## src/rtl/arb_rr16_al.sv

```systemverilog
// arb_rr16_al: 16-requester round-robin arbiter with active-low one-hot
// requests and grants. A single registered FSM (IDLE/GRANT) owns every
// output, so nothing on req_n reaches an output without passing a flop.
// Optional feature macro: ARB_TIMEOUT_EN. When it is defined, a grant that
// is held for MAX_HOLD cycles is revoked, and the agent is masked until it
// raises its request.
module arb_rr16_al #(
  parameter int unsigned MAX_HOLD = 64,
  parameter logic [3:0]  RST_PTR  = 4'd0
) (
  input  logic        clk,
  input  logic        rst_n,
  input  logic [15:0] req_n,
  output logic [15:0] gnt_n,
  output logic [3:0]  gnt_idx,
  output logic        gnt_vld,
  output logic        to_pulse
);

  typedef enum logic {
    IDLE  = 1'b0,
    GRANT = 1'b1
  } state_e;

  state_e      state_q;
  logic [3:0]  ptr_q;
  logic [3:0]  gnt_idx_q;
  logic [15:0] gnt_n_q;
  logic        gnt_vld_q;

  logic [15:0] elig_s;
  logic [4:0]  pick_s;
  logic        pick_found_s;
  logic [3:0]  pick_idx_s;
  logic [3:0]  ptr_d;

  // First eligible agent at or after ptr, wrapping modulo 16.
  // Result is {found, index}.
  function automatic logic [4:0] rr_pick(input logic [15:0] elig, input logic [3:0] ptr);
    logic [3:0] cand;
    rr_pick = 5'd0;
    // Walk from the farthest candidate down, so the closest one is the last to win.
    for (int k = 15; k >= 0; k--) begin
      cand = ptr + 4'(k);
      if (elig[cand]) begin
        rr_pick = {1'b1, cand};
      end
    end
  endfunction

  // Active-low one-hot decode of a grant index.
  function automatic logic [15:0] dec_n(input logic [3:0] idx);
    dec_n = ~(16'h0001 << idx);
  endfunction

`ifdef ARB_TIMEOUT_EN
  localparam logic [7:0] MAX_HOLD_C = 8'(MAX_HOLD);

  logic [7:0]  cnt_q;
  logic [15:0] mask_q;
  logic        to_pulse_q;
  logic [7:0]  cnt_inc_s;
  logic        hold_hit_s;

  // Masked agents are excluded until they raise their request.
  always_comb begin
    elig_s = ~req_n & ~mask_q;
  end

  // Saturating hold counter increment and MAX_HOLD hit detection.
  always_comb begin
    cnt_inc_s  = (cnt_q == 8'hFF) ? cnt_q : (cnt_q + 8'd1);
    hold_hit_s = ({1'b0, cnt_q} + 9'd1) >= {1'b0, MAX_HOLD_C};
  end

  assign to_pulse = to_pulse_q;
`else
  // Every requesting agent is eligible.
  always_comb begin
    elig_s = ~req_n;
  end

  assign to_pulse = 1'b0;
`endif

  // Priority search result and the pointer value that follows the current owner.
  always_comb begin
    pick_s       = rr_pick(elig_s, ptr_q);
    pick_found_s = pick_s[4];
    pick_idx_s   = pick_s[3:0];
    ptr_d        = gnt_idx_q + 4'd1;
  end

  // Arbitration FSM; every output is a register updated here.
  always_ff @(posedge clk) begin
    if (!rst_n) begin
      state_q   <= IDLE;
      ptr_q     <= RST_PTR;
      gnt_idx_q <= 4'd0;
      gnt_n_q   <= 16'hFFFF;
      gnt_vld_q <= 1'b0;
`ifdef ARB_TIMEOUT_EN
      cnt_q      <= 8'd0;
      mask_q     <= 16'h0000;
      to_pulse_q <= 1'b0;
`endif
    end else begin
`ifdef ARB_TIMEOUT_EN
      to_pulse_q <= 1'b0;
      // A masked agent is forgiven as soon as its request is seen high.
      mask_q     <= mask_q & ~req_n;
`endif
      case (state_q)
        IDLE: begin
          if (pick_found_s) begin
            gnt_idx_q <= pick_idx_s;
            gnt_n_q   <= dec_n(pick_idx_s);
            gnt_vld_q <= 1'b1;
            state_q   <= GRANT;
`ifdef ARB_TIMEOUT_EN
            cnt_q     <= 8'd0;
`endif
          end else begin
            state_q <= IDLE;
          end
        end
        GRANT: begin
          if (req_n[gnt_idx_q]) begin
            // Normal release; wins over a simultaneous MAX_HOLD hit.
            gnt_idx_q <= 4'd0;
            gnt_n_q   <= 16'hFFFF;
            gnt_vld_q <= 1'b0;
            ptr_q     <= ptr_d;
            state_q   <= IDLE;
`ifdef ARB_TIMEOUT_EN
          end else if (hold_hit_s) begin
            // Forced revoke: pulse, mask the offender, advance as for a release.
            gnt_idx_q  <= 4'd0;
            gnt_n_q    <= 16'hFFFF;
            gnt_vld_q  <= 1'b0;
            ptr_q      <= ptr_d;
            state_q    <= IDLE;
            to_pulse_q <= 1'b1;
            mask_q     <= (mask_q & ~req_n) | (16'h0001 << gnt_idx_q);
          end else begin
            cnt_q <= cnt_inc_s;
`else
          end else begin
            state_q <= GRANT;
`endif
          end
        end
        default: begin
          state_q   <= IDLE;
          gnt_idx_q <= 4'd0;
          gnt_n_q   <= 16'hFFFF;
          gnt_vld_q <= 1'b0;
        end
      endcase
    end
  end

  assign gnt_n   = gnt_n_q;
  assign gnt_idx = gnt_idx_q;
  assign gnt_vld = gnt_vld_q;

endmodule

```

## config.mk

```make
export PLATFORM = sky130hd
export DESIGN_NAME = arb_rr16_al
export DESIGN_NICKNAME = d
export VERILOG_FILES = /design/src/rtl/arb_rr16_al.sv
export SDC_FILE = /design/constraint.sdc
export NUM_CORES = 1
export LEC_CHECK = 0
export ABC_AREA = 1
export BUFFER_PORTS_ARGS = -buffer_cell sky130_fd_sc_hd__buf_4
export CORE_MARGIN = 2
export CORE_UTILIZATION = 60
export CTS_BUF_LIST = sky130_fd_sc_hd__clkbuf_4 sky130_fd_sc_hd__clkbuf_8
export DETAILED_ROUTE_END_ITERATION = 10
export PLACE_DENSITY = 0.84
export SLEW_MARGIN = 20
export SYNTH_ARGS = -nofsm -noshare
export SYNTH_HDL_FRONTEND = slang
export SYNTH_SLANG_ARGS = --single-unit
```

## constraint.sdc

```tcl
create_clock -name clk -period 7.8 [get_ports clk]
set_clock_uncertainty 0.2 [all_clocks]
set_input_delay 1.56 -clock clk [delete_from_list [all_inputs] [get_ports clk]]
set_output_delay 1.56 -clock clk [all_outputs]
set_load 0.03 [all_outputs]
```

==> impl_metrics.yaml <==
status:
  outcome: "finished, final reports clean"
logic_synthesis:
  syn_nets: 550
  ys_ff_latch: 26
  synthCells: 524
  synth_warnings: 0
  syn_area_per_cell_um2: 5.62
  yosysTopAreaCellShare_pct: 22.9
  synth_area_mm2: 0.00294
  ys.flop_type: "dfxtp_1"
  synth_edf_count: 0
  yosysSeqAreaShare_pct: 17.7
  synth_area_leaders: "nand2_1, nand3_1, dfxtp_1"
  synth_top_cell_by_area: "nand2_1"
  synthArstFlopShare_pct: 0
  synthDistinctLibCells: 38
floorplan:
  die_h_um: 74.1
  start_util_pct: 62.3
  core_area_mm2: 0.00472
  die-area_mm2: 0.00548
  ios: 40
  die_x_um: 74.1
  placementRows: 25
worst_setup_path:
  crit_chain: "inv_2 -> ha_1 -> inv_1 -> nand3_1 -> nand3_1 -> nand3_1 -> nand2_1 -> nor4_1 -> nand3_1 -> nor3_2 -> inv_2 -> nand2_4 -> nand2_2 -> or2_2 -> nand2_1 -> nand2_1"
  cp_data_arrival_time_ns: 4.50
  path_buf_inv: 3
  crit_required_ns: 7.77
  crit_family: "simple AND/OR/NAND/NOR gates"
  crit_fanout: 18
  regToRegStartpoint: "ptr_q[1]$_SDFFE_PN0P_"
  crit_slowest_cell: "dfxtp_1"
  cp_slowest_stage_delay_ns: 0.72
  path_class: "reg2reg"
  crit_top_cell: "nand3_1"
  crit_path_end_kind: "register"
  crit_start: "ptr_q[1]$_SDFFE_PN0P_"
  cp-start-kind: "register"
run:
  max_cap_viol_count: 0
cts:
  clk_latency_ns: 0.27
  cts_tree: "yes"
  post_cts_resized: 0
  clk_path_buf_depth: 2
  cts_setup_buffers: 0
  h-tree-depth: 1
  cts_hold_buf: 0
  root_buffer: "clkbuf_8"
  cts.clk_slew.worst_paths_ns: 0.09
  numCtsBuffers: 3
  clkSinkCount: 26
final_layout:
  fillers: 426
  drive_above_1_share_pct: 13.8
  antennaDiodeCount: 0
  syn_to_final_growth_pct: 11.0
  final_net_count: 576
sta:
  fin_crit_ns: 4.52
  tightest_slew_ns: 0.664
  tns_ns: 0
  hold_viol_final: 0
  setup_violations: 0
  maxSlewHeadroom_pct: 55.4
  fmax_mhz: 221
  whs_ns: 0.281
  drv_slew: 0
  rsz0062_at_grt: "false"
  min_period_over_period_pct: 58.0
global_routing:
  grt_busiest_layer: "met2"
  use_met3_pct: 4.61
  antenna_found_initial: 0
  grt_overflow_total: 0
  grt_usage_pct: 36.5
  grt_pass1_wl_um: 15800
  gr-usage-met2_pct: 60.1
  grt_pass1_vias: 3383
  grt.met1_usage_pct: 47.8
  grt_max_degree: 31
route:
  totalWireLength_um: 9470
  drt_pass1_iterations: 7
  avgViaCountPerCell: 5.94
  vias: 3657
  detail-route-antenna-nets: 0
  drc: 0
  drt-initial-drc-count: 433
  post_drt_wl_per_cell_um: 15.4
place:
  gp_congestion: 1.18
  numPortBuffers: 38
  dp_hpwl_um: 7230
hold_path:
  hp-class: "reg2reg"
  min_from: "gnt_vld$_SDFFE_PN0P_"
[synth_stat cells (3+ instances only)]
cell	number
buf_2	6
buf_4	4
or2_2	8
clkbuf_1	4
ha_1	8
o21ai_0	7
o211ai_1	3
a21oi_2	3
inv_1	39
nand2_1	180
xor2_1	6
inv_2	6
buf_6	5
a21oi_1	49
nand2_2	10
or2_0	6
nor2_1	19
nand3_1	106
o21ai_1	6
dfxtp_1	26
[final cells by class]
| cell class | count | area, um^2 | area share (%) |
|---|---|---|---|
| Sequential cell | 26 | 520 | 15.9 |
| Clock inverter | 1 | 30.0 | 0.919 |
| Multi-Input combinational cell | 432 | 2120 | 64.7 |
| Tap cell | 67 | 83.8 | 2.57 |
| Clock buffer | 3 | 41.3 | 1.26 |
| Inverter | 47 | 176 | 5.40 |
| Timing Repair Buffer | 40 | 300 | 9.19 |
[tightest hold or removal path, delay by kind of cell, from the launching register on]
kind / cells / cell delay (ns)
AND/OR/NAND/NOR: 2 / 0.12
flip-flops: 1 / 0.32
[worst paths after layout]
kind	endpoint	slack, ns	cells past startpoint
min	gnt_vld$_SDFFE_PN0P_	0.28	2
max reg2reg	gnt_n[5]$_SDFFE_PN1P_	3.28	16
min reg2reg	gnt_vld$_SDFFE_PN0P_	0.28	2
max	gnt_n[5]$_SDFFE_PN1P_	3.28	16
[metal layers]
metal | routed length (um) | part of all wire [%]
met5 | 0 | 0
met4 | 355 | 3.7
met3 | 909 | 9.6
met2 | 4350 | 46
met1 | 3850 | 41
[metrics by stage]
stage | std cells | setup WS [ns] | instance area, um^2 | utilization, %
4_1_cts | 616 | 3.44 | 3270 | 69.2
2_1_floorplan | 524 | 4.04 | 2940 | -
5_1_grt | 616 | 2.87 | 3270 | 69.2
6_report | 616 | 3.28 | 3270 | 69.2
3_5_place_dp | 612 | 3.48 | 3200 | 67.7
3_3_place_gp | 612 | 3.50 | 3200 | 67.7
[placed cells by master (no fill, tap or decap), types with 3 or more instances in the layout]
master	instances
a21oi_1	49
nor2_1	19
xor2_1	6
inv_1	39
o211ai_1	3
nand2_2	10
or2_0	6
a21oi_2	3
or2_2	8
o21ai_0	7
nand3_1	106
o21ai_1	6
buf_4	40
clkbuf_8	3
ha_1	8
inv_2	6
nand2_1	180
dfxtp_1	26
[registers in the layout, summed over array words and instances (netlist names)]
name	flops
state_q	1
ptr_q	4
gnt_idx	4
gnt_vld	1
gnt_n	16
[kinds of logic after synthesis]
logic type | after synthesis | synth area share [%]
xor gates and xnor gates | 8 | 2.89
AOI/OAI and AO/OA | 77 | 14.7
other | 1 | 0.127
DFF | 26 | 17.7
and+or+nand+nor | 338 | 50.7
buffers and inverters | 66 | 10.5
adders and majority gates | 8 | 3.40
Power is left out: the tool's default activity adds up to more than one toggle a clock period on the data nets, which glitch-free logic cannot reach.
